$ cat config.mk
export PLATFORM = sky130hd
export DESIGN_NAME = inta_sequencer_flat
export DESIGN_NICKNAME = d
export VERILOG_FILES = /design/src/rtl/inta_sequencer_if.sv /design/src/rtl/inta_sequencer.sv /design/src/flat_wrapper.sv
export SDC_FILE = /design/constraint.sdc
export NUM_CORES = 1
export LEC_CHECK = 0
export CAP_MARGIN = 20
export CORE_ASPECT_RATIO = 0.7
export CORE_MARGIN = 3
export CORE_UTILIZATION = 46
export CTS_BUF_LIST = sky130_fd_sc_hd__clkbuf_16
export DETAILED_ROUTE_END_ITERATION = 8
export PLACE_DENSITY = 0.84
export SLEW_MARGIN = 25
export SYNTH_ARGS = -nofsm -noshare
export SYNTH_HDL_FRONTEND = slang
export SYNTH_SLANG_ARGS = --single-unit
$ cat constraint.sdc
create_clock -name clk -period 6.1 [get_ports clk]
set_clock_uncertainty 0.1 [all_clocks]
set_input_delay 1.525 -clock clk [delete_from_list [all_inputs] [get_ports clk]]
set_output_delay 1.525 -clock clk [all_outputs]
set_load 0.01 [all_outputs]
$ cat src/rtl/inta_sequencer_if.sv
// Bundle of the signals between the 8259 control logic and the
// interrupt-acknowledge sequencer. The sequencer uses the slave modport;
// whatever block drives INTA, the ICW fields and the winning request
// uses the master modport.
interface inta_sequencer_if;
    // Configuration and handshake into the sequencer
    logic       icw1_write;
    logic       int_ack;
    logic [7:0] interrupt_vector;
    logic [4:0] icw2_base;
    logic [7:0] icw3_slave_mask;
    logic [2:0] cascade_id;
    logic       sp_en;
    logic       single_mode;
    logic       auto_eoi;
    logic [2:0] cascade_i;

    // Results produced by the sequencer
    logic       interrupt_to_cpu;
    logic       freeze;
    logic [7:0] set_isr;
    logic [7:0] clear_IRR;
    logic [7:0] aeoi_clear;
    logic [2:0] cascade_o;
    logic       cascade_oe;
    logic       out_control_logic_data;
    logic [7:0] control_logic_data;

    // Side that owns INTA, the ICW fields and the request vector
    modport master (
        output icw1_write, int_ack, interrupt_vector, icw2_base,
               icw3_slave_mask, cascade_id, sp_en, single_mode,
               auto_eoi, cascade_i,
        input  interrupt_to_cpu, freeze, set_isr, clear_IRR, aeoi_clear,
               cascade_o, cascade_oe, out_control_logic_data,
               control_logic_data
    );

    // The acknowledge sequencer itself
    modport slave (
        input  icw1_write, int_ack, interrupt_vector, icw2_base,
               icw3_slave_mask, cascade_id, sp_en, single_mode,
               auto_eoi, cascade_i,
        output interrupt_to_cpu, freeze, set_isr, clear_IRR, aeoi_clear,
               cascade_o, cascade_oe, out_control_logic_data,
               control_logic_data
    );
endinterface

$ cat src/rtl/inta_sequencer.sv
// 8259 interrupt-acknowledge sequencer, 8086 mode (two INTA pulses).
// Raises INT while a request is pending, then walks through the two INTA
// pulses: first pulse latches the winning level, strobes ISR set / IRR clear
// and freezes IRR; second pulse puts {ICW2 base, level} on the data bus
// (unless a cascaded slave owns the vector). Automatic EOI clears the ISR
// bit when the second pulse ends. Every output comes straight from a flop.
module inta_sequencer #(
    parameter logic [2:0] SPURIOUS_LEVEL = 3'd7
) (
    input  logic              clk,
    input  logic              rst_n,
    inta_sequencer_if.slave   bus
);

    typedef enum logic [1:0] {
        IDLE = 2'd0,
        ACK1 = 2'd1,
        GAP  = 2'd2,
        ACK2 = 2'd3
    } state_t;

    state_t     state;
    logic       ack_q;          // INTA delayed one clock, idles high
    logic [2:0] lvl_reg;        // level captured at the first INTA
    logic       spur_reg;       // first INTA found no pending request
    logic       served_reg;     // captured level belongs to a cascaded slave

    logic       int_cpu_reg;
    logic       freeze_reg;
    logic [7:0] set_isr_reg;
    logic [7:0] clear_irr_reg;
    logic [7:0] aeoi_clear_reg;
    logic [2:0] cascade_o_reg;
    logic       cascade_oe_reg;
    logic       own_bus_reg;
    logic [7:0] data_reg;

    logic       fall;
    logic       rise;
    logic       vec_none;
    logic [2:0] vec_lowest;
    logic [2:0] new_lvl;
    logic       new_served;
    logic [7:0] new_onehot;
    logic [7:0] lvl_onehot;
    logic       drive;

    // INTA edge detection against the one-cycle-delayed copy
    assign fall = ack_q & ~bus.int_ack;
    assign rise = ~ack_q & bus.int_ack;

    // Lowest set bit of the one-hot winner; scanning downward lets the
    // lowest index overwrite any higher one should several bits be set.
    always_comb begin
        vec_lowest = 3'd0;
        for (int i = 7; i >= 0; i--) begin
            if (bus.interrupt_vector[i]) begin
                vec_lowest = i[2:0];
            end
        end
    end

    // Level that would be latched if the first INTA arrived this cycle
    always_comb begin
        vec_none   = (bus.interrupt_vector == 8'h00);
        new_lvl    = vec_none ? SPURIOUS_LEVEL : vec_lowest;
        new_served = bus.sp_en & ~bus.single_mode & bus.icw3_slave_mask[new_lvl];
        new_onehot = 8'd1 << new_lvl;
        lvl_onehot = 8'd1 << lvl_reg;
    end

    // Who owns the data bus during the second INTA. A master (or a lone
    // chip) answers unless a slave was selected; a slave answers only when
    // the master's cascade code names it and it actually had a request.
    always_comb begin
        if (bus.sp_en || bus.single_mode) begin
            drive = ~served_reg;
        end else begin
            drive = (bus.cascade_i == bus.cascade_id) & ~spur_reg;
        end
    end

    // Acknowledge FSM with all outputs registered in the same block
    always_ff @(posedge clk or negedge rst_n) begin
        if (!rst_n) begin
            state          <= IDLE;
            ack_q          <= 1'b1;
            lvl_reg        <= 3'd0;
            spur_reg       <= 1'b0;
            served_reg     <= 1'b0;
            int_cpu_reg    <= 1'b0;
            freeze_reg     <= 1'b0;
            set_isr_reg    <= 8'h00;
            clear_irr_reg  <= 8'h00;
            aeoi_clear_reg <= 8'h00;
            cascade_o_reg  <= 3'd0;
            cascade_oe_reg <= 1'b0;
            own_bus_reg    <= 1'b0;
            data_reg       <= 8'h00;
        end else begin
            ack_q <= bus.int_ack;

            // Strobes are single-cycle unless re-asserted below
            set_isr_reg    <= 8'h00;
            clear_irr_reg  <= 8'h00;
            aeoi_clear_reg <= 8'h00;

            if (bus.icw1_write) begin
                // Re-initialisation abandons any acknowledge in flight
                state          <= IDLE;
                spur_reg       <= 1'b0;
                served_reg     <= 1'b0;
                int_cpu_reg    <= 1'b0;
                freeze_reg     <= 1'b0;
                cascade_o_reg  <= 3'd0;
                cascade_oe_reg <= 1'b0;
                own_bus_reg    <= 1'b0;
                data_reg       <= 8'h00;
            end else begin
                case (state)
                    IDLE: begin
                        freeze_reg     <= 1'b0;
                        own_bus_reg    <= 1'b0;
                        data_reg       <= 8'h00;
                        cascade_o_reg  <= 3'd0;
                        cascade_oe_reg <= 1'b0;
                        if (fall) begin
                            state       <= ACK1;
                            lvl_reg     <= new_lvl;
                            spur_reg    <= vec_none;
                            served_reg  <= new_served;
                            int_cpu_reg <= 1'b0;
                            freeze_reg  <= 1'b1;
                            if (!vec_none) begin
                                set_isr_reg   <= new_onehot;
                                clear_irr_reg <= new_onehot;
                            end
                            // Master tells the selected slave who it is
                            cascade_o_reg  <= new_served ? new_lvl : 3'd0;
                            cascade_oe_reg <= new_served;
                        end else begin
                            int_cpu_reg <= (bus.interrupt_vector != 8'h00);
                        end
                    end

                    ACK1: begin
                        // First INTA carries no vector; just wait for it to end
                        if (rise) begin
                            state <= GAP;
                        end
                    end

                    GAP: begin
                        if (fall) begin
                            state       <= ACK2;
                            own_bus_reg <= drive;
                            data_reg    <= {bus.icw2_base, lvl_reg};
                        end
                    end

                    ACK2: begin
                        if (rise) begin
                            state          <= IDLE;
                            if (bus.auto_eoi && !spur_reg) begin
                                aeoi_clear_reg <= lvl_onehot;
                            end
                            freeze_reg     <= 1'b0;
                            own_bus_reg    <= 1'b0;
                            data_reg       <= 8'h00;
                            cascade_o_reg  <= 3'd0;
                            cascade_oe_reg <= 1'b0;
                            served_reg     <= 1'b0;
                        end
                    end

                    default: begin
                        state <= IDLE;
                    end
                endcase
            end
        end
    end

    assign bus.interrupt_to_cpu       = int_cpu_reg;
    assign bus.freeze                 = freeze_reg;
    assign bus.set_isr                = set_isr_reg;
    assign bus.clear_IRR              = clear_irr_reg;
    assign bus.aeoi_clear             = aeoi_clear_reg;
    assign bus.cascade_o              = cascade_o_reg;
    assign bus.cascade_oe             = cascade_oe_reg;
    assign bus.out_control_logic_data = own_bus_reg;
    assign bus.control_logic_data     = data_reg;

endmodule

$ cat src/flat_wrapper.sv
// flat-port wrapper written by rule: the top's interface ports become plain ports
module inta_sequencer_flat 
#(
    parameter logic [2:0] SPURIOUS_LEVEL = 3'd7
)
  (clk, rst_n, bus_icw1_write, bus_int_ack, bus_interrupt_vector, bus_icw2_base, bus_icw3_slave_mask, bus_cascade_id, bus_sp_en, bus_single_mode, bus_auto_eoi, bus_cascade_i, bus_interrupt_to_cpu, bus_freeze, bus_set_isr, bus_clear_IRR, bus_aeoi_clear, bus_cascade_o, bus_cascade_oe, bus_out_control_logic_data, bus_control_logic_data);
  inta_sequencer_if bus_i ();
  input  logic clk;
  input  logic rst_n;
  input wire logic [$bits(bus_i.icw1_write)-1:0] bus_icw1_write;
  input wire logic [$bits(bus_i.int_ack)-1:0] bus_int_ack;
  input wire logic [$bits(bus_i.interrupt_vector)-1:0] bus_interrupt_vector;
  input wire logic [$bits(bus_i.icw2_base)-1:0] bus_icw2_base;
  input wire logic [$bits(bus_i.icw3_slave_mask)-1:0] bus_icw3_slave_mask;
  input wire logic [$bits(bus_i.cascade_id)-1:0] bus_cascade_id;
  input wire logic [$bits(bus_i.sp_en)-1:0] bus_sp_en;
  input wire logic [$bits(bus_i.single_mode)-1:0] bus_single_mode;
  input wire logic [$bits(bus_i.auto_eoi)-1:0] bus_auto_eoi;
  input wire logic [$bits(bus_i.cascade_i)-1:0] bus_cascade_i;
  output wire logic [$bits(bus_i.interrupt_to_cpu)-1:0] bus_interrupt_to_cpu;
  output wire logic [$bits(bus_i.freeze)-1:0] bus_freeze;
  output wire logic [$bits(bus_i.set_isr)-1:0] bus_set_isr;
  output wire logic [$bits(bus_i.clear_IRR)-1:0] bus_clear_IRR;
  output wire logic [$bits(bus_i.aeoi_clear)-1:0] bus_aeoi_clear;
  output wire logic [$bits(bus_i.cascade_o)-1:0] bus_cascade_o;
  output wire logic [$bits(bus_i.cascade_oe)-1:0] bus_cascade_oe;
  output wire logic [$bits(bus_i.out_control_logic_data)-1:0] bus_out_control_logic_data;
  output wire logic [$bits(bus_i.control_logic_data)-1:0] bus_control_logic_data;
  assign bus_i.icw1_write = bus_icw1_write;
  assign bus_i.int_ack = bus_int_ack;
  assign bus_i.interrupt_vector = bus_interrupt_vector;
  assign bus_i.icw2_base = bus_icw2_base;
  assign bus_i.icw3_slave_mask = bus_icw3_slave_mask;
  assign bus_i.cascade_id = bus_cascade_id;
  assign bus_i.sp_en = bus_sp_en;
  assign bus_i.single_mode = bus_single_mode;
  assign bus_i.auto_eoi = bus_auto_eoi;
  assign bus_i.cascade_i = bus_cascade_i;
  assign bus_interrupt_to_cpu = bus_i.interrupt_to_cpu;
  assign bus_freeze = bus_i.freeze;
  assign bus_set_isr = bus_i.set_isr;
  assign bus_clear_IRR = bus_i.clear_IRR;
  assign bus_aeoi_clear = bus_i.aeoi_clear;
  assign bus_cascade_o = bus_i.cascade_o;
  assign bus_cascade_oe = bus_i.cascade_oe;
  assign bus_out_control_logic_data = bus_i.out_control_logic_data;
  assign bus_control_logic_data = bus_i.control_logic_data;
  inta_sequencer #(.SPURIOUS_LEVEL(SPURIOUS_LEVEL)) u_core (.clk(clk), .rst_n(rst_n), .bus(bus_i));
endmodule
* Word level (Yosys, flattened, before mapping)
Index checks and enable logic that the tools add are counted.
** Word-level totals
- Register bits :: 39
- Input bits :: 34
** Operators by class
- Bitwise operators :: 11
- Muxes and demuxes :: 54
- Reductions and logical operators :: 16
- Eq/ne operators :: 8
- Shifts and indexed selects :: 2
- Magnitude comparators :: 1
** Operators by type and width (count)
- 2-to-1 mux 8 bit :: 11
- 2-to-1 mux 3 bit :: 13
- case mux 8 bit (3 select lines) :: 1
- 2-to-1 mux 1 bit :: 17
- << shifter 1 x 3 -> 8 bit (first input constant) :: 2
- != test 3 x 2 -> 1 bit (second input constant) :: 4
- 2-to-1 mux 2 bit :: 5
- AND reduction 3 bit :: 3
- logical NOT 8 bit :: 1
- case mux 2 bit (4 select lines) :: 1
- nonzero test 8 bit :: 1
- NOT 1 bit :: 6
- case mux 1 bit (2 select lines) :: 3
- case mux 3 bit (2 select lines) :: 1
- AND 1 bit :: 5
- == test 2 bit (second input constant) :: 2
- less-than comparator 3 x 4 -> 1 bit (second input constant) :: 1
- AND reduction 2 bit :: 2
- AND reduction 4 bit :: 1
- nonzero test 2 bit :: 2
- nonzero test 4 bit :: 1
- binary-select mux 1 bit (select 3 bit) :: 1
- == test 3 bit :: 1
- case mux 1 bit (3 select lines) :: 1
- other kinds (6) :: 6

* Logic depth before layout (Yosys ltp)
Gate-level depths: netlist of run 1.
- Depth in word-level cells :: 16
- Gate-level depth with buffers :: 9
- Gate-level depth less buffers :: 8

* Least setup slack after synthesis of run 1
OpenSTA, ideal clock, no wires.
- Kind :: in2reg
- From :: in bus_int_ack
- To :: reg u_core.cascade_o_reg[0], in the netlist u_core.bus.cascade_o[0]
- Data required time :: 5.923 ns
- Stages :: 7
- Path buffers :: 1
- Data arrival time :: 2.874 ns
- Path slack :: 3.050 ns
- Cell sequence :: nand2b_4 > or3_1 > buf_2 > or3_1 > a221oi_2 > nor2_1 > o21ai_1
** On the way
- Cells in the longest elaborated chain, start to end :: 5
** Ends and longest elaborated chain
- from (decl) :: RTL line flat_wrapper.sv:11 : input wire logic [$bits(bus_i.int_ack)-1:0] bus_int_ack;
- NOT 1 bit :: RTL line inta_sequencer.sv:49 : assign fall = ack_q & ~bus.int_ack;
- AND 1 bit :: RTL line inta_sequencer.sv:49
- 2-to-1 mux 3 bit :: RTL line inta_sequencer.sv:127 : if (fall) begin
- case mux 3 bit (2 select lines) :: RTL line inta_sequencer.sv:120 : case (state)
- 2-to-1 mux 3 bit :: RTL line inta_sequencer.sv:108 : if (bus.icw1_write) begin
- to (signal assigned) :: RTL line inta_sequencer.sv:139 : cascade_o_reg <= new_served ? new_lvl : 3'd0;
- to (decl) :: RTL line inta_sequencer.sv:33 : logic [2:0] cascade_o_reg;
Several ways; a longest one is shown, not always the timed one.
A chain may end at the register's enable or synchronous reset.

* Final worst setup path of run 1
- From :: in bus_icw1_write
- To :: reg u_core.cascade_o_reg[1], in the netlist u_core.bus.cascade_o[1]
** On the way
- Cells in the longest elaborated chain, start to end :: 2
** Ends and longest elaborated chain
- from (decl) :: RTL line flat_wrapper.sv:10 : input wire logic [$bits(bus_i.icw1_write)-1:0] bus_icw1_write;
- != test 3 x 2 -> 1 bit (no source line) or nonzero test 3 bit (tied branches)
- AND reduction 2 bit (no source line)
Several ways; a longest one is shown, not always the timed one.

==> results of run 1 <==
==> worst max-delay path, cell delays in order <==
cell	delay, ns
sky130_fd_sc_hd__clkdlybuf4s50_1	0.63
sky130_fd_sc_hd__or3_1	0.56
sky130_fd_sc_hd__or3_1	0.39
sky130_fd_sc_hd__a221oi_2	0.30
sky130_fd_sc_hd__a21oi_2	0.10
sky130_fd_sc_hd__o21ai_2	0.13
==> layout make-up <==
type | instances | area (um2)
Tap cell | 50 | 62.6
Clock inverter | 3 | 43.8
Inverter | 6 | 22.5
Multi-Input combinational cell | 118 | 752
Fill cell | 257 | 965
Timing Repair Buffer | 73 | 723
Clock buffer | 5 | 125
Sequential cell | 39 | 977
==> placed cells by master (no fill, tap or decap), types with 5 or more instances in the layout <==
master and n:
sky130_fd_sc_hd__a21oi_1 8, sky130_fd_sc_hd__nor2_1 17, sky130_fd_sc_hd__dfrtp_1 38, sky130_fd_sc_hd__inv_1 5
sky130_fd_sc_hd__o21ai_0 7, sky130_fd_sc_hd__nor3_1 7, sky130_fd_sc_hd__clkbuf_16 5, sky130_fd_sc_hd__nand2_1 18
sky130_fd_sc_hd__clkdlybuf4s50_1 71, sky130_fd_sc_hd__a22o_1 9
==> power groups by stage <==
stage,Sequential [W],Combinational [W],Clock [W]
3_3_place_gp,0.000303,0.000181,0
4_1_cts,0.000300,0.000193,0.000301
6_report,0.000300,0.000193,0.000299
2_1_floorplan,0.000302,0.000115,0
5_1_grt,0.000304,0.000213,0.000312
3_5_place_dp,0.000304,0.000191,0
==> per-layer routing <==
metal  share of wire, %  vias to the layer above  GRT usage, %
met1                 43                      732          28.1
met3                 10                       10          5.81
met2                 46                       76          31.6
met4                1.5                        0          7.23
li1                   -                      750             -
met5                  0                        -             0
==> how the worst min path moves through the flow <==
stage	startpoint	end	slack, ns	cells after the start
6_report	u_core.bus.control_logic_data[7]$_DFFE_PN0P_	u_core.bus.control_logic_data[7]$_DFFE_PN0P_	0.40	1
2_1_floorplan	u_core.served_reg$_DFFE_PN0P_	u_core.served_reg$_DFFE_PN0P_	0.36	2
3_5_place_dp	u_core.bus.cascade_o[2]$_DFFE_PN0P_	u_core.bus.cascade_o[2]$_DFFE_PN0P_	0.38	1
5_1_grt	u_core.bus.cascade_o[2]$_DFFE_PN0P_	u_core.bus.cascade_o[2]$_DFFE_PN0P_	0.42	1
3_3_place_gp	u_core.bus.cascade_o[1]$_DFFE_PN0P_	u_core.bus.cascade_o[1]$_DFFE_PN0P_	0.38	2
4_1_cts	u_core.bus.cascade_o[2]$_DFFE_PN0P_	u_core.bus.cascade_o[2]$_DFFE_PN0P_	0.40	1
==> metrics by stage <==
step                      instance area, um2  power (W)  hold WS [ns]
after floorplan                         1830   0.000417         0.365
after global placement                  2530   0.000484         0.381
after detailed placement                2540   0.000496         0.378
after CTS                               2710   0.000794         0.403
after global routing                    2710   0.000828         0.423
final                                   2710   0.000793         0.395
==> cell families after synthesis <==
logic type | synth area share [%]
AOI/OAI and AO/OA | 16.4
xor gates and xnor gates | 1.44
adders and majority gates | 2.74
buffers and inverters | 5.68
DFF | 53.5
muxes | 2.19
and+or+nand+nor | 18.0
==> run_results.csv, run 1 <==
group,metric,value,unit
logic_synthesis,synth.top_cells.by_count,"sky130_fd_sc_hd__dfrtp_1, sky130_fd_sc_hd__nand2_1, sky130_fd_sc_hd__nor2_1, sky130_fd_sc_hd__a22o_1",
logic_synthesis,ys_seq_area_share,53.5,%
clock_network,clock_buffers_created_by_tritoncts,5,
clock_network,cts-root-to-sink-buffers,2,
sta,report.final.setup_viol,0,
setup_path,setup.reg_to_reg.worst_slack,3.66,ns
final_layout,diodes,0,
final_layout,final_util,73.7,%
logic_synthesis,netlist_instances,176,
sta,hold_viol,0,
final_layout,nets,281,
power,vdd_drop_max,201,uV
logic_synthesis,postSynth.topFlopCell,"sky130_fd_sc_hd__dfrtp_1",
detailed_routing,detail_route.wirelength,4570,um
floorplanning,chipHeight,58.7,um
sta,finalCriticalPeriod,3.52,ns
clock_network,clkLatencyLatePin,0.29,ns
power,share_clk_of_total_power,37.7,%
setup_path,worst_setup_path_endpoint,"u_core.bus.cascade_o[1]$_DFFE_PN0P_",
power,power.density_cell_area,293,nW/um2
global_routing,first_global_vias,1505,
logic_synthesis,ys.warnings.count,0,
setup_path,crit_path_start_kind,"input port",
detailed_routing,detail_route.iter0.violations,95,
detailed_routing,avgRoutedWirePerCell,15.6,um
hold_path,min_path_type,"flip-flop to flip-flop",
place,buffer_ports.inserted,72,
setup_path,crit_required,6.21,ns
place,gp_congestion,0.845,
sta,rsz_0062_raised_after_global_routing,"false",
floorplanning,die_x,81.3,um
sta,maxClockFrequency,284,MHz
logic_synthesis,syn-cell-area,1830,um2
sta,timing.final.crit_share,57.8,%
outcome,status,"complete, no violations",
detailed_routing,antenna_left,0,
sta,max_transition_margin,37.9,%
final_layout,finish.cell_count_without_fillers,294,
clock_network,cts_tree,"built",
logic_synthesis,mappedNetlistNets,214,
floorplanning,dieArea,4780,um2
power,p_sw_share,30.1,%
global_routing,grt_use_total,20.6,%
setup_path,r2r_end,"u_core.bus.cascade_o[1]$_DFFE_PN0P_",
logic_synthesis,synth_most_common_cell,"sky130_fd_sc_hd__dfrtp_1",
setup_path,worst-path-max-fanout,13,
floorplanning,core-area,3670,um2
place,place_ws,2.31,ns
global_routing,antenna_found_initial,0,
sta,setup_tns,0,ns
setup_path,endpoint_kind,"flip-flop",
setup_path,critPathKind,"input port to flip-flop",
final_layout,syn_to_final_growth,48.2,%
logic_synthesis,async_flop_share,100,%
detailed_routing,drc_errors,0,
power,pwr-share-comb,24.4,%
sta,timing.final.max_slew_violations,0,
logic_synthesis,netlist-cell-type-count,44,
logic_synthesis,count_of_flip_flops_with_a_built_in_enable_after_synthesis,0,
logic_synthesis,syn_avg_cell_area,10.4,um2
clock_network,tritoncts_num_sinks,39,
clock_network,post_cts_buffers,0,
detailed_routing,drt_pre_antenna_iters,4,
logic_synthesis,yosysTopAreaCell,"sky130_fd_sc_hd__dfrtp_1",
power,total_switching_power,0.000238,W
place,detailed_place_hpwl,3380,um
global_routing,first_pass_grt_wire_length,7290,um
global_routing,overflow,0,
clock_network,post_cts.resized_instances,0,
place,post-place-cells,286,
sta,transition_time_at_the_pin_with_the_least_slew_margin,0.925,ns
floorplanning,initial_core_util,49.8,%
clock_network,cts-htree-levels,2,
setup_path,number_of_cells_on_the_worst_reg_to_reg_path,8,
logic_synthesis,post_synth_main_area_contributors,"sky130_fd_sc_hd__dfrtp_1, sky130_fd_sc_hd__a22o_1, sky130_fd_sc_hd__nand2_1, sky130_fd_sc_hd__nor2_1, sky130_fd_sc_hd__buf_4",
final_layout,layout_cell_share_with_drive_strength_beyond_1,7.79,%
detailed_routing,via_count,1568,
global_routing,grt_start_max_net_pins,40,
flow_run,number_of_maximum_capacitance_violations,0,
sta,timing.final.ws_setup,2.58,ns
power,static-leakage-power,1.19,nW
clock_network,post_cts_hold_buffer_count,0,
setup_path,worstSetupStartpoint,"bus_icw1_write",
logic_synthesis,yosys_register_bits,39,
setup_path,r2r-start,"u_core.state[1]$_DFFE_PN0P_",
clock_network,clk_transition_reported_paths,0.06,ns
clock_network,cts.root.buffer_cell,"sky130_fd_sc_hd__clkbuf_16",
power,seqPwrFrac,37.9,%
logic_synthesis,yosys.area.top_type_share,52.1,%
setup_path,crit_arrival,3.64,ns
floorplanning,ioPinCount,73,
power,p_int,0.000554,W
floorplanning,placementRows,18,
detailed_routing,avgViaCountPerCell,5.33,
Power figures use the tool's default switching activity.
==> run 2, diff against run 1 <==
--- a/config.mk
+++ b/config.mk
@@ -8,10 +8,10 @@
 export CAP_MARGIN = 20
 export CORE_ASPECT_RATIO = 0.7
 export CORE_MARGIN = 3
-export CORE_UTILIZATION = 46
+export CORE_UTILIZATION = 39
 export CTS_BUF_LIST = sky130_fd_sc_hd__clkbuf_16
 export DETAILED_ROUTE_END_ITERATION = 8
-export PLACE_DENSITY = 0.84
+export PLACE_DENSITY = 0.76
 export SLEW_MARGIN = 25
 export SYNTH_ARGS = -nofsm -noshare
 export SYNTH_HDL_FRONTEND = slang
==> constraint.sdc (replaced) <==
create_clock -name clk -period 3.2 [get_ports clk]
set_clock_uncertainty 0.1 [all_clocks]
set_input_delay 0.8 -clock clk [delete_from_list [all_inputs] [get_ports clk]]
set_output_delay 0.8 -clock clk [all_outputs]
set_load 0.01 [all_outputs]
==> run 2 against run 1 <==
Effect of this change: first-iteration DRC count shrank 53%; non-clock buffer count grew 5; critical endpoint is now u_core.bus.cascade_o[0]$_DFFE_PN0P_; combinational power grew 90%; sequential power grew 90%; critical path type unchanged.
==> run_results.csv, run 2 (same netlist as run 1, synthesis figures left out) <==
group,metric,value,unit
place,buffer_ports.inserted,72,
sta,transition_time_at_the_pin_with_the_least_slew_margin,0.834,ns
clock_network,clkLatencyLatePin,0.27,ns
global_routing,grt_start_max_net_pins,40,
detailed_routing,drt_pre_antenna_iters,4,
power,power.density_cell_area,563,nW/um2
floorplanning,ioPinCount,73,
clock_network,post_cts.resized_instances,0,
final_layout,most-common-layout-cells,"sky130_fd_sc_hd__clkdlybuf4s50_1, sky130_fd_sc_hd__dfrtp_1, sky130_fd_sc_hd__nand2_1",
sta,timing.final.max_slew_violations,0,
setup_path,path_cells,"clkdlybuf4s50_1 > nand2b_4 > or3_1 > or3_1 > a221oi_2 > nor2_1 > o21ai_1",
global_routing,grt_use_total,16.4,%
detailed_routing,avgRoutedWirePerCell,14.0,um
detailed_routing,detail_route.iter0.violations,45,
flow_run,number_of_maximum_capacitance_violations,0,
floorplanning,core-area,4430,um2
sta,timing.final.ws_setup,0.533,ns
floorplanning,dieArea,5550,um2
floorplanning,die_x,87.8,um
setup_path,crit_arrival,2.77,ns
final_layout,diodes,0,
final_layout,layout_commonest_cell,"sky130_fd_sc_hd__clkdlybuf4s50_1",
setup_path,timing.critical_path.depth,7,
global_routing,antenna_found_initial,0,
hold_path,hold_path_depth,1,
clock_network,post_cts_hold_buffer_count,0,
clock_network,cts_tree,"built",
final_layout,finish.cell_count_without_fillers,304,
place,post-place-cells,296,
global_routing,overflow,0,
setup_path,crit_required,3.30,ns
power,vdd_drop_max,286,uV
outcome,status,"complete, no violations",
detailed_routing,drc_errors,0,
global_routing,first_global_vias,1575,
global_routing,first_pass_grt_wire_length,7260,um
clock_network,cts-htree-levels,2,
setup_path,endpoint_kind,"flip-flop",
place,detailed_place_hpwl,3340,um
sta,report.final.setup_viol,0,
sta,rsz_0062_raised_after_global_routing,"false",
detailed_routing,detail_route.wirelength,4260,um
setup_path,critPathBufInv,1,
setup_path,timing.critical_path.slowest_cell_delay,0.52,ns
clock_network,cts-root-to-sink-buffers,2,
place,place_ws,0.289,ns
floorplanning,placementRows,20,
clock_network,cts.root.buffer_cell,"sky130_fd_sc_hd__clkbuf_16",
power,static-leakage-power,1.23,nW
setup_path,worst-path-max-fanout,6,
clock_network,clk_transition_reported_paths,0.05,ns
setup_path,worst_path_most_repeated_cell,"sky130_fd_sc_hd__or3_1",
hold_path,min_path_type,"flip-flop to flip-flop",
place,gp_congestion,0.865,
setup_path,cpMaxStageDelayCell,"sky130_fd_sc_hd__clkdlybuf4s50_1",
setup_path,number_of_cells_on_the_worst_reg_to_reg_path,8,
sta,setup_tns,0,ns
sta,hold_viol,0,
detailed_routing,via_count,1588,
final_layout,nets,286,
final_layout,final_util,62.5,%
setup_path,crit_path_start_kind,"input port",
floorplanning,chipHeight,63.3,um
final_layout,syn_to_final_growth,51.6,%
clock_network,tritoncts_num_sinks,39,
sta,maxClockFrequency,375,MHz
floorplanning,initial_core_util,41.2,%
sta,timing.final.crit_share,83.3,%
sta,finalCriticalPeriod,2.67,ns
setup_path,critPathKind,"input port to flip-flop",
clock_network,post_cts_buffers,0,
detailed_routing,antenna_left,0,
final_layout,layout_cell_share_with_drive_strength_beyond_1,9.24,%
setup_path,cp_top_family,"simple AND/OR/NAND/NOR gates",
power,power.total,0.00156,W
clock_network,clock_buffers_created_by_tritoncts,5,
detailed_routing,avgViaCountPerCell,5.22,
sta,max_transition_margin,44.4,%
[run 2: cell types whose count changed in the layout (fill, tap and decap cells not counted), sizes merged]
cell and delta:
clkinv -2, inv +1, bufinv +1, buf +5
[run 2: power by group]
| part | leakage [nW] | total (W) | switching, W | internal [W] |
|---|---|---|---|---|
| Clock | 0.0952 | 0.000623 | 0.000179 | 0.000443 |
| Combinational | 0.599 | 0.000366 | 0.000204 | 0.000163 |
| Sequential | 0.536 | 0.000571 | 0.0000405 | 0.000531 |
| Total | 1.23 | 0.00156 | 0.000423 | 0.00114 |
[run 2: worst register-to-register path, stage by stage (launching register included)]
cell and delay, ns:
sky130_fd_sc_hd__dfrtp_1 0.40, sky130_fd_sc_hd__inv_1 0.12, sky130_fd_sc_hd__ha_1 0.28, sky130_fd_sc_hd__inv_2 0.10, sky130_fd_sc_hd__or3_1 0.39, sky130_fd_sc_hd__or3_1 0.37, sky130_fd_sc_hd__a221oi_2 0.30, sky130_fd_sc_hd__nor2_1 0.10
sky130_fd_sc_hd__o21ai_1 0.12
[run 2: area by class of cell]
| type | count | area, um2 |
|---|---|---|
| inverters | 6 | 22.5 |
| well taps | 55 | 68.8 |
| flip-flops and latches | 39 | 977 |
| multi-input cells | 118 | 752 |
| clock buffers | 5 | 125 |
| fillers | 363 | 1660 |
| clock inverters | 3 | 63.8 |
| repair buffers | 78 | 761 |
[run 2: metrics by stage]
step / hold WS [ns] / cell area [um2]
after floorplan: 0.365 / 1830
after global placement: 0.380 / 2570
after detailed placement: 0.373 / 2580
after CTS: 0.391 / 2770
after global routing: 0.419 / 2770
final: 0.387 / 2770
[run 2: path summary, 6_finish.rpt]
| path | from | to | slack [ns] |
|---|---|---|---|
| setup / recovery | bus_int_ack | u_core.bus.cascade_o[0]$_DFFE_PN0P_ | 0.53 |
| hold / removal | u_core.bus.cascade_o[2]$_DFFE_PN0P_ | u_core.bus.cascade_o[2]$_DFFE_PN0P_ | 0.39 |
| setup reg to reg | u_core.state[1]$_DFFE_PN0P_ | u_core.bus.cascade_o[0]$_DFFE_PN0P_ | 0.86 |
| hold reg to reg | u_core.bus.cascade_o[2]$_DFFE_PN0P_ | u_core.bus.cascade_o[2]$_DFFE_PN0P_ | 0.39 |
| max in group asynchronous | rst_n | u_core.bus.cascade_o[2]$_DFFE_PN0P_ | 1.95 |
| min in group asynchronous | rst_n | u_core.bus.aeoi_clear[6]$_DFF_PN0_ | 0.53 |
[run 2: layer usage]
metal / track usage, % / part of all wire (%) / vias to the layer above / routed length, um
met5: 0 / 0 / - / 0
met4: 2.68 / 0.45 / 0 / 19
met3: 6.27 / 7.5 / 4 / 320
met2: 26.7 / 48 / 57 / 2060
met1: 20.9 / 44 / 761 / 1860
li1: - / - / 766 / -
==> variant (settings of run 2) <==
`SPURIOUS_LEVEL` is set to 3'd7 in 2 places; all go to 3'd4.
--- a/src/rtl/inta_sequencer.sv
+++ b/src/rtl/inta_sequencer.sv
@@ -7,3 +7,3 @@
 module inta_sequencer #(
-    parameter logic [2:0] SPURIOUS_LEVEL = 3'd7
+    parameter logic [2:0] SPURIOUS_LEVEL = 3'd4
 ) (
--- a/src/flat_wrapper.sv
+++ b/src/flat_wrapper.sv
@@ -3,3 +3,3 @@
 #(
-    parameter logic [2:0] SPURIOUS_LEVEL = 3'd7
+    parameter logic [2:0] SPURIOUS_LEVEL = 3'd4
 )
Check against the original RTL: not equivalent (a bounded check fails within 4 cycles, from zero or initial values and one cycle with rst_n low).
==> variant against run 2 <==
Core utilization down 0.20 points. Design area up 0.81%. Routed wire length up 11%. Cell count up 2.3%. Global-route usage up 1.6 points. Area after synthesis up 2.9%. Fmax down 5.4%. Register-to-register slack better by 0.08 ns. Setup slack worse by 0.15 ns. Critical path depth down 1. Total power down 4.3%. Sequential cell count unchanged. Sequential power about the same. Critical endpoint is now u_core.bus.cascade_o[1].
==> variant: results (changes against run 2) <==
### Status
• complete, no violations — status, unchanged

### Final layout
• 77 — count of plain and timing-repair buffers in the layout, was 78
• 293 — fin nets, was 286
• 350 — number of fillers in the final layout, was 363
• 123 — #MultiIn Comb, was 118
• 2790 µm² — post-route cell area, was 2770 µm²
• 8.98% — ratio of cells with drive above 1 in the final layout, was 9.24%
• 9 — number of non-clock inverters, was 6
• 311 — count of placed standard cells in the final layout, fillers left out, was 304
• 6.05% — clock network area share, was 6.82%
• 791 µm² — area used by multi-input combinational logic, was 752 µm²

### Place
• 2620 µm² — placed inst area, was 2580 µm²
• 3680 µm — Final HPWL DP, was 3340 µm
• 303 — Inst Count DP, was 296
• 0.821 — Final GP Congestion, was 0.865

### Global route
• 24.4% — met2 layer usage reported by global route, was 26.7%
• 18.0% — overall track demand over capacity in global routing, was 16.4%

### Synthesis
• 52.0% — sequential cell area fraction in the yosys report, was 53.5%
• 2.66% — adder and majority gate portion of the synthesized area, was 2.74%
• 0.532% — multiplexer fraction of the synthesized cell area, was 2.19%
• 48 — number of distinct standard cells referenced by the synthesized netlist, was 44
• sky130_fd_sc_hd__dfrtp_1, sky130_fd_sc_hd__nor2_1, sky130_fd_sc_hd__a22o_1 — cells taking the most area after synthesis, was sky130_fd_sc_hd__dfrtp_1, sky130_fd_sc_hd__a22o_1, sky130_fd_sc_hd__nand2_1
• sky130_fd_sc_hd__dfrtp_1, sky130_fd_sc_hd__nor2_1, sky130_fd_sc_hd__nand2_1 — most frequent cells after synthesis, was sky130_fd_sc_hd__dfrtp_1, sky130_fd_sc_hd__nand2_1, sky130_fd_sc_hd__nor2_1

### Power
• 1.22 nW — reported leakage power, was 1.23 nW

### Worst hold path
• 2 — cell depth of the worst hold path, was 1

### Routing
• 5 — first-pass detailed-route iteration total, was 4
• 149 — initial drt markers, was 45

### STA
• 0.390 ns — worst hold-check slack, was 0.387 ns
• 2.82 ns — min cycle time layout, was 2.67 ns

### Setup path
• 0.59 ns — stage delay of the slowest cell on the critical path, was 0.52 ns
• sky130_fd_sc_hd__or4_4 — Worst path slowest cell, was sky130_fd_sc_hd__clkdlybuf4s50_1
• 2.94 ns — Crit path arrival time, was 2.77 ns
• 0.94 ns — flop-to-flop setup slack, was 0.86 ns

-- variant: cell types whose count changed after synthesis, moves of 3 or more --
cell / delta
sky130_fd_sc_hd__a2111oi_0: +3
sky130_fd_sc_hd__a21oi_1: -4
sky130_fd_sc_hd__inv_1: +4
sky130_fd_sc_hd__mux2i_1: -3
sky130_fd_sc_hd__nand2_1: -7
sky130_fd_sc_hd__nand2b_1: +4
sky130_fd_sc_hd__nor2_1: +7
-- variant: metal layers --
metal,up-vias,wire [µm]
li1,798,-
met1,773,2330
met2,61,2030
met3,8,323
met4,0,61
met5,-,0
-- variant: power breakdown --
part	switching (W)	internal, W	total, W
Combinational	0.000201	0.000159	0.000360
Sequential	0.0000411	0.000531	0.000572
Clock	0.000195	0.000367	0.000562
Total	0.000437	0.00106	0.00149
